`src/rtl/cmos_dvp_tx.sv`:
```
// cmos_dvp_tx: DVP sensor emulator. Turns a byte stream into a pclk-synchronous
// raster (vsync / href / 8-bit data). Once a frame starts its timing is
// free-running; a missing stream byte inside a line is replaced by FILL_BYTE.
//
// Ports
//   cmos_pclk, cmos_rst_n     : clock (rising edge), async active-low reset
//   enable                    : start frames / continue after the current frame
//   s_data/s_valid/s_sof      : input byte stream, s_sof marks first byte of a frame
//   s_ready                   : byte consumed when s_valid & s_ready (combinational)
//   cmos_href/vsync/data      : registered DVP outputs (1-cycle latency)
//   busy                      : not IDLE
//   frame_done/underrun/sof_err : 1-cycle status pulses (registered)
module cmos_dvp_tx #(
    parameter int         H_ACTIVE    = 640,
    parameter int         V_ACTIVE    = 480,
    parameter int         VSYNC_CYC   = 3,
    parameter int         V_BP_CYC    = 16,
    parameter int         H_BLANK_CYC = 144,
    parameter int         V_FP_CYC    = 10,
    parameter logic [7:0] FILL_BYTE   = 8'h00
) (
    input  logic       cmos_pclk,
    input  logic       cmos_rst_n,
    input  logic       enable,
    input  logic [7:0] s_data,
    input  logic       s_valid,
    input  logic       s_sof,
    output logic       s_ready,
    output logic       cmos_href,
    output logic       cmos_vsync,
    output logic [7:0] cmos_data,
    output logic       busy,
    output logic       frame_done,
    output logic       underrun,
    output logic       sof_err
);

    typedef enum logic [2:0] {
        IDLE, WAIT_SOF, VSYNC, V_BP, LINE, H_BLANK, V_FP
    } state_e;

    // Each timed state loads its length-1 and leaves when the count hits 0.
    localparam logic [15:0] VS_LAST = 16'(VSYNC_CYC - 1);
    localparam logic [15:0] BP_LAST = 16'(V_BP_CYC - 1);
    localparam logic [15:0] HA_LAST = 16'(H_ACTIVE - 1);
    localparam logic [15:0] HB_LAST = 16'(H_BLANK_CYC - 1);
    localparam logic [15:0] FP_LAST = 16'(V_FP_CYC - 1);
    localparam logic [15:0] VA_LAST = 16'(V_ACTIVE - 1);

    state_e      state_q, state_d;
    logic [15:0] cyc_cnt_q, cyc_cnt_d;
    logic [15:0] line_cnt_q, line_cnt_d;
    logic        href_q, href_d;
    logic        vsync_q, vsync_d;
    logic [7:0]  data_q, data_d;
    logic        frame_done_q, frame_done_d;
    logic        underrun_q, underrun_d;
    logic        sof_err_q, sof_err_d;
    logic        cnt_last;
    logic        first_byte;

    assign cnt_last   = (cyc_cnt_q == 16'd0);
    // Position of the frame's first LINE byte; an s_sof here is the expected one.
    assign first_byte = (line_cnt_q == 16'd0) && (cyc_cnt_q == HA_LAST);

    // State register
    always_ff @(posedge cmos_pclk or negedge cmos_rst_n) begin
        if (!cmos_rst_n) begin
            state_q    <= IDLE;
            cyc_cnt_q  <= 16'd0;
            line_cnt_q <= 16'd0;
        end else begin
            state_q    <= state_d;
            cyc_cnt_q  <= cyc_cnt_d;
            line_cnt_q <= line_cnt_d;
        end
    end

    // Next-state logic
    always_comb begin
        state_d    = state_q;
        cyc_cnt_d  = cnt_last ? 16'd0 : cyc_cnt_q - 16'd1;
        line_cnt_d = line_cnt_q;
        case (state_q)
            IDLE: begin
                cyc_cnt_d  = 16'd0;
                line_cnt_d = 16'd0;
                if (enable) state_d = WAIT_SOF;
            end
            WAIT_SOF: begin
                cyc_cnt_d  = 16'd0;
                line_cnt_d = 16'd0;
                if (!enable) begin
                    state_d = IDLE;
                end else if (s_valid && s_sof) begin
                    state_d   = VSYNC;
                    cyc_cnt_d = VS_LAST;
                end
            end
            VSYNC: if (cnt_last) begin
                state_d   = V_BP;
                cyc_cnt_d = BP_LAST;
            end
            V_BP: if (cnt_last) begin
                state_d   = LINE;
                cyc_cnt_d = HA_LAST;
            end
            LINE: if (cnt_last) begin
                state_d   = H_BLANK;
                cyc_cnt_d = HB_LAST;
            end
            H_BLANK: if (cnt_last) begin
                if (line_cnt_q == VA_LAST) begin
                    state_d   = V_FP;
                    cyc_cnt_d = FP_LAST;
                end else begin
                    state_d    = LINE;
                    cyc_cnt_d  = HA_LAST;
                    line_cnt_d = line_cnt_q + 16'd1;
                end
            end
            V_FP: if (cnt_last) begin
                state_d   = enable ? WAIT_SOF : IDLE;
                cyc_cnt_d = 16'd0;
            end
            default: state_d = IDLE;
        endcase
    end

    // Output logic
    always_comb begin
        // In WAIT_SOF, junk bytes are drained while the SOF byte is held for LINE.
        s_ready      = (state_q == LINE) || ((state_q == WAIT_SOF) && !s_sof);
        busy         = (state_q != IDLE);
        href_d       = (state_q == LINE);
        vsync_d      = (state_q == VSYNC);
        data_d       = data_q;
        underrun_d   = 1'b0;
        sof_err_d    = 1'b0;
        frame_done_d = (state_q == V_FP) && cnt_last;
        if (state_q == LINE) begin
            data_d     = s_valid ? s_data : FILL_BYTE;
            underrun_d = !s_valid;
            sof_err_d  = s_valid && s_sof && !first_byte;
        end
    end

    always_ff @(posedge cmos_pclk or negedge cmos_rst_n) begin
        if (!cmos_rst_n) begin
            href_q       <= 1'b0;
            vsync_q      <= 1'b0;
            data_q       <= 8'h00;
            frame_done_q <= 1'b0;
            underrun_q   <= 1'b0;
            sof_err_q    <= 1'b0;
        end else begin
            href_q       <= href_d;
            vsync_q      <= vsync_d;
            data_q       <= data_d;
            frame_done_q <= frame_done_d;
            underrun_q   <= underrun_d;
            sof_err_q    <= sof_err_d;
        end
    end

    assign cmos_href  = href_q;
    assign cmos_vsync = vsync_q;
    assign cmos_data  = data_q;
    assign frame_done = frame_done_q;
    assign underrun   = underrun_q;
    assign sof_err    = sof_err_q;

endmodule

```
`config.mk`:
```
export PLATFORM = sky130hd
export DESIGN_NAME = cmos_dvp_tx
export DESIGN_NICKNAME = d
export VERILOG_FILES = /design/src/rtl/cmos_dvp_tx.sv
export SDC_FILE = /design/constraint.sdc
export NUM_CORES = 1
export LEC_CHECK = 0
export CORE_AREA = 4 4 109 80
export CTS_BUF_LIST = sky130_fd_sc_hd__clkbuf_8 sky130_fd_sc_hd__clkbuf_16
export CTS_CLUSTER_SIZE = 14
export DETAILED_ROUTE_END_ITERATION = 8
export DIE_AREA = 0 0 113 84
export GPL_ROUTABILITY_DRIVEN = 0
export GPL_TIMING_DRIVEN = 0
export SLEW_MARGIN = 15
export SYNTH_ARGS = -nofsm -noshare
export SYNTH_HDL_FRONTEND = slang
export SYNTH_SLANG_ARGS = --single-unit
```
`constraint.sdc`:
```
create_clock -name cmos_pclk -period 4.85 [get_ports cmos_pclk]
set_clock_uncertainty 0.15 [all_clocks]
set_input_delay 0.97 -clock cmos_pclk [delete_from_list [all_inputs] [get_ports cmos_pclk]]
set_output_delay 0.97 -clock cmos_pclk [all_outputs]
set_load 0.005 [all_outputs]
```
==> results_dict.tcl <==
set metrics [dict create \
    status "finished, final reports clean" \
    path_max_fanout 2 \
    syn_inst 293 \
    coreArea_um2 7670 \
    synth_top_area_share 0.456 \
    htreeDepth 2 \
    hpwl_um 4580 \
    peakVddDrop_uv 253 \
    area_growth_pct 19.6 \
    dr_wl_met2_um 2590 \
    design.portCount 28 \
    setup_tns_ps 0 \
    wire_per_inst_um 14.9 \
    finalWirelength_um 6400 \
    setup_viol 0 \
    dp_slack_ps 1550 \
    cp_slowest_cell "clkdlybuf4s50_1" \
    postCtsSetupBuffers 0 \
    grt_pass1_vias 2205 \
    hold_class "flip-flop to flip-flop" \
    worstHoldEndpoint "cmos_data[7]" \
    grt.overflow.total 0 \
    tritoncts "done" \
    cts_hold_buf 0 \
    period_minus_slack_ps 3310 \
    drtIter0Drc 94 \
    top_layer_used "met4" \
    grt_start_max_net_pins 27 \
    insertion_delay_ps 310 \
    start_kind "input port" \
    cts-buffers-inserted 5 \
    drc_errors 0 \
    syn_nets 311 \
    synth_largest_area_cell "dfrtp_1" \
    power.density_nw_per_um2 555 \
    initial_utilization 0.344 \
    layout_commonest_cell "dfrtp_1" \
    antenna_found_initial 0 \
    fillCellCount 779 \
    rr_startpoint "cyc_cnt_q[7]" \
    row_count 27 \
    port_buffers 26 \
    cp-end-kind "output pin" \
    fin_hold_ws_ps 340 \
    dr.pass1.iters 4 \
    drv_cap 0 \
    rsz0062_at_grt "no" \
    fp.dieH_um 84 \
    reg2reg_to "cyc_cnt_q[1]" \
    vias_per_cell 5.24 \
    fin_crit_sh 0.682 \
    dpl-instance-area_um2 3040 \
    wl_met1_um 3500 \
    cts.sinks 48 \
    die_area_um2 9490 \
    ys_seq_elements 48 \
    syn_area_um2 2640 \
    cts.reportedPaths.clkPinSlew_ps 100 \
    required_ps 3730 \
    grt_pass1_wl_um 11100 \
    grt_usage 0.143 \
    drive_gt1_frac 0.0732 \
    crit_chain "clkdlybuf4s50_1 > nor3_1 > a21oi_1 > nor2_1 > clkdlybuf4s50_1" \
    ys_async_sr_fraction 1.00 \
    cp.arrival_ps 2190 \
    tightest_slew_ps 1110 \
    synth_top_flop_cell "dfrtp_1" \
    p_leak_nw 1.28 \
    reg2reg_depth 7 \
    synth.area.top_cells "dfrtp_1 (46%), nand2_1 (5.1%), nor2_1 (4.1%)" \
    hold_depth 2 \
    yosysUniqueCellTypes 43 \
    cts_resized 0 \
    slowest_delay_ps 510 \
    min_from "cmos_data[7]" \
    design_area_um2 3150 \
    vias 2250 \
    final_cell_mix "dfrtp_1 (48), nand2_1 (36), nor2_1 (29)" \
    synth_edf_count 0 \
    maxSlewHeadroom 0.250 \
    synth.yosys.seq_area_share 0.456 \
    hold_viol_final 0 \
    ant_nets 0 \
    clock.fmax_ghz 0.302 \
    die-width_um 113 \
    setup_ws_ps 1540 \
    clockBufferDepth 2 \
    stdcell_count 429 \
    synth_warnings 0 \
    crit_type "input port to output pin" \
    ff2ff_setup_slack_ps 2200 \
    num_antenna_cells 0 \
    final_net_count 345 \
    cpMostUsedCell "clkdlybuf4s50_1" \
    place_inst 421 \
    wl_met3_um 265 \
    slew_viol_final 0 \
    avgSynthCellArea_um2 8.99 \
    cts-root-buf "clkbuf_8" \
]
## power by group
group | switching (mW) | internal [mW]
registers | 0.0837 | 0.493
clock network | 0.150 | 0.156
logic | 0.502 | 0.366
## synthesized netlist by cell type (6+ instances only)
cell and count:
dfrtp_1 48, nand2_1 36, nor2_1 29, o21ai_0 20, a21oi_1 19, nand3_1 14, xnor2_1 12, clkbuf_1 11
nor3_1 11, inv_1 10, nor4_1 10, nand4_1 8, or3_1 6
## worst max-delay path by stage
stage	end	cells after the start	slack, ps	startpoint
after floorplan	line_cnt_q[5]	5	2440	cyc_cnt_q[7]
after global routing	s_ready	5	1450	s_sof
after detailed placement	s_ready	5	1550	s_sof
after CTS	s_ready	5	1530	s_sof
after global placement	state_q[0]	1	1140	cmos_rst_n
final	s_ready	5	1540	s_sof
## metal layers
| layer | up-vias | track usage |
|---|---|---|
| li1 | 1114 | - |
| met1 | 1081 | 0.226 |
| met2 | 51 | 0.194 |
| met3 | 4 | 0.0312 |
| met4 | 0 | 0.0328 |
| met5 | - | 0 |
## area by class of cell
type / instances / area, µm² / area share
sequential: 48 / 1200 / 0.381
clock inverter: 3 / 46.3 / 0.0147
tap: 101 / 126 / 0.0401
inverter: 10 / 37.5 / 0.0119
timing repair buffer: 27 / 275 / 0.0873
buffer: 16 / 90.1 / 0.0286
multi-input combinational: 219 / 1310 / 0.414
clock buffer: 5 / 68.8 / 0.0218
## cells by family after synthesis
group                      share of synthesized area
xor gates and xnor gates                      0.0532
adders and majority gates                     0.0237
DFF                                            0.456
buffers and inverters                         0.0484
and+or+nand+nor                                0.293
AOI/OAI and AO/OA                              0.125
## per-stage QoR
stage,power [mW],util
detailed placement,1.44,0.396
global route,1.89,0.411
CTS,1.75,0.411
global placement,1.43,0.394
floorplan,1.16,-
finish,1.75,0.411
## worst max-delay path, delay by kind of cell
kind                   cells  cell delay, ps
AOI/OAI and AO/OA          1              60
buffers and inverters      2             930
and+or+nand+nor            2             240
## flip-flops by register name (all words and copies together) (netlist names)
register    flops
line_cnt_q     16
underrun        1
cmos_vsync      1
cyc_cnt_q      16
cmos_data       8
frame_done      1
sof_err         1
state_q         3
cmos_href       1
Note: power is estimated with default switching activity, not from simulation.
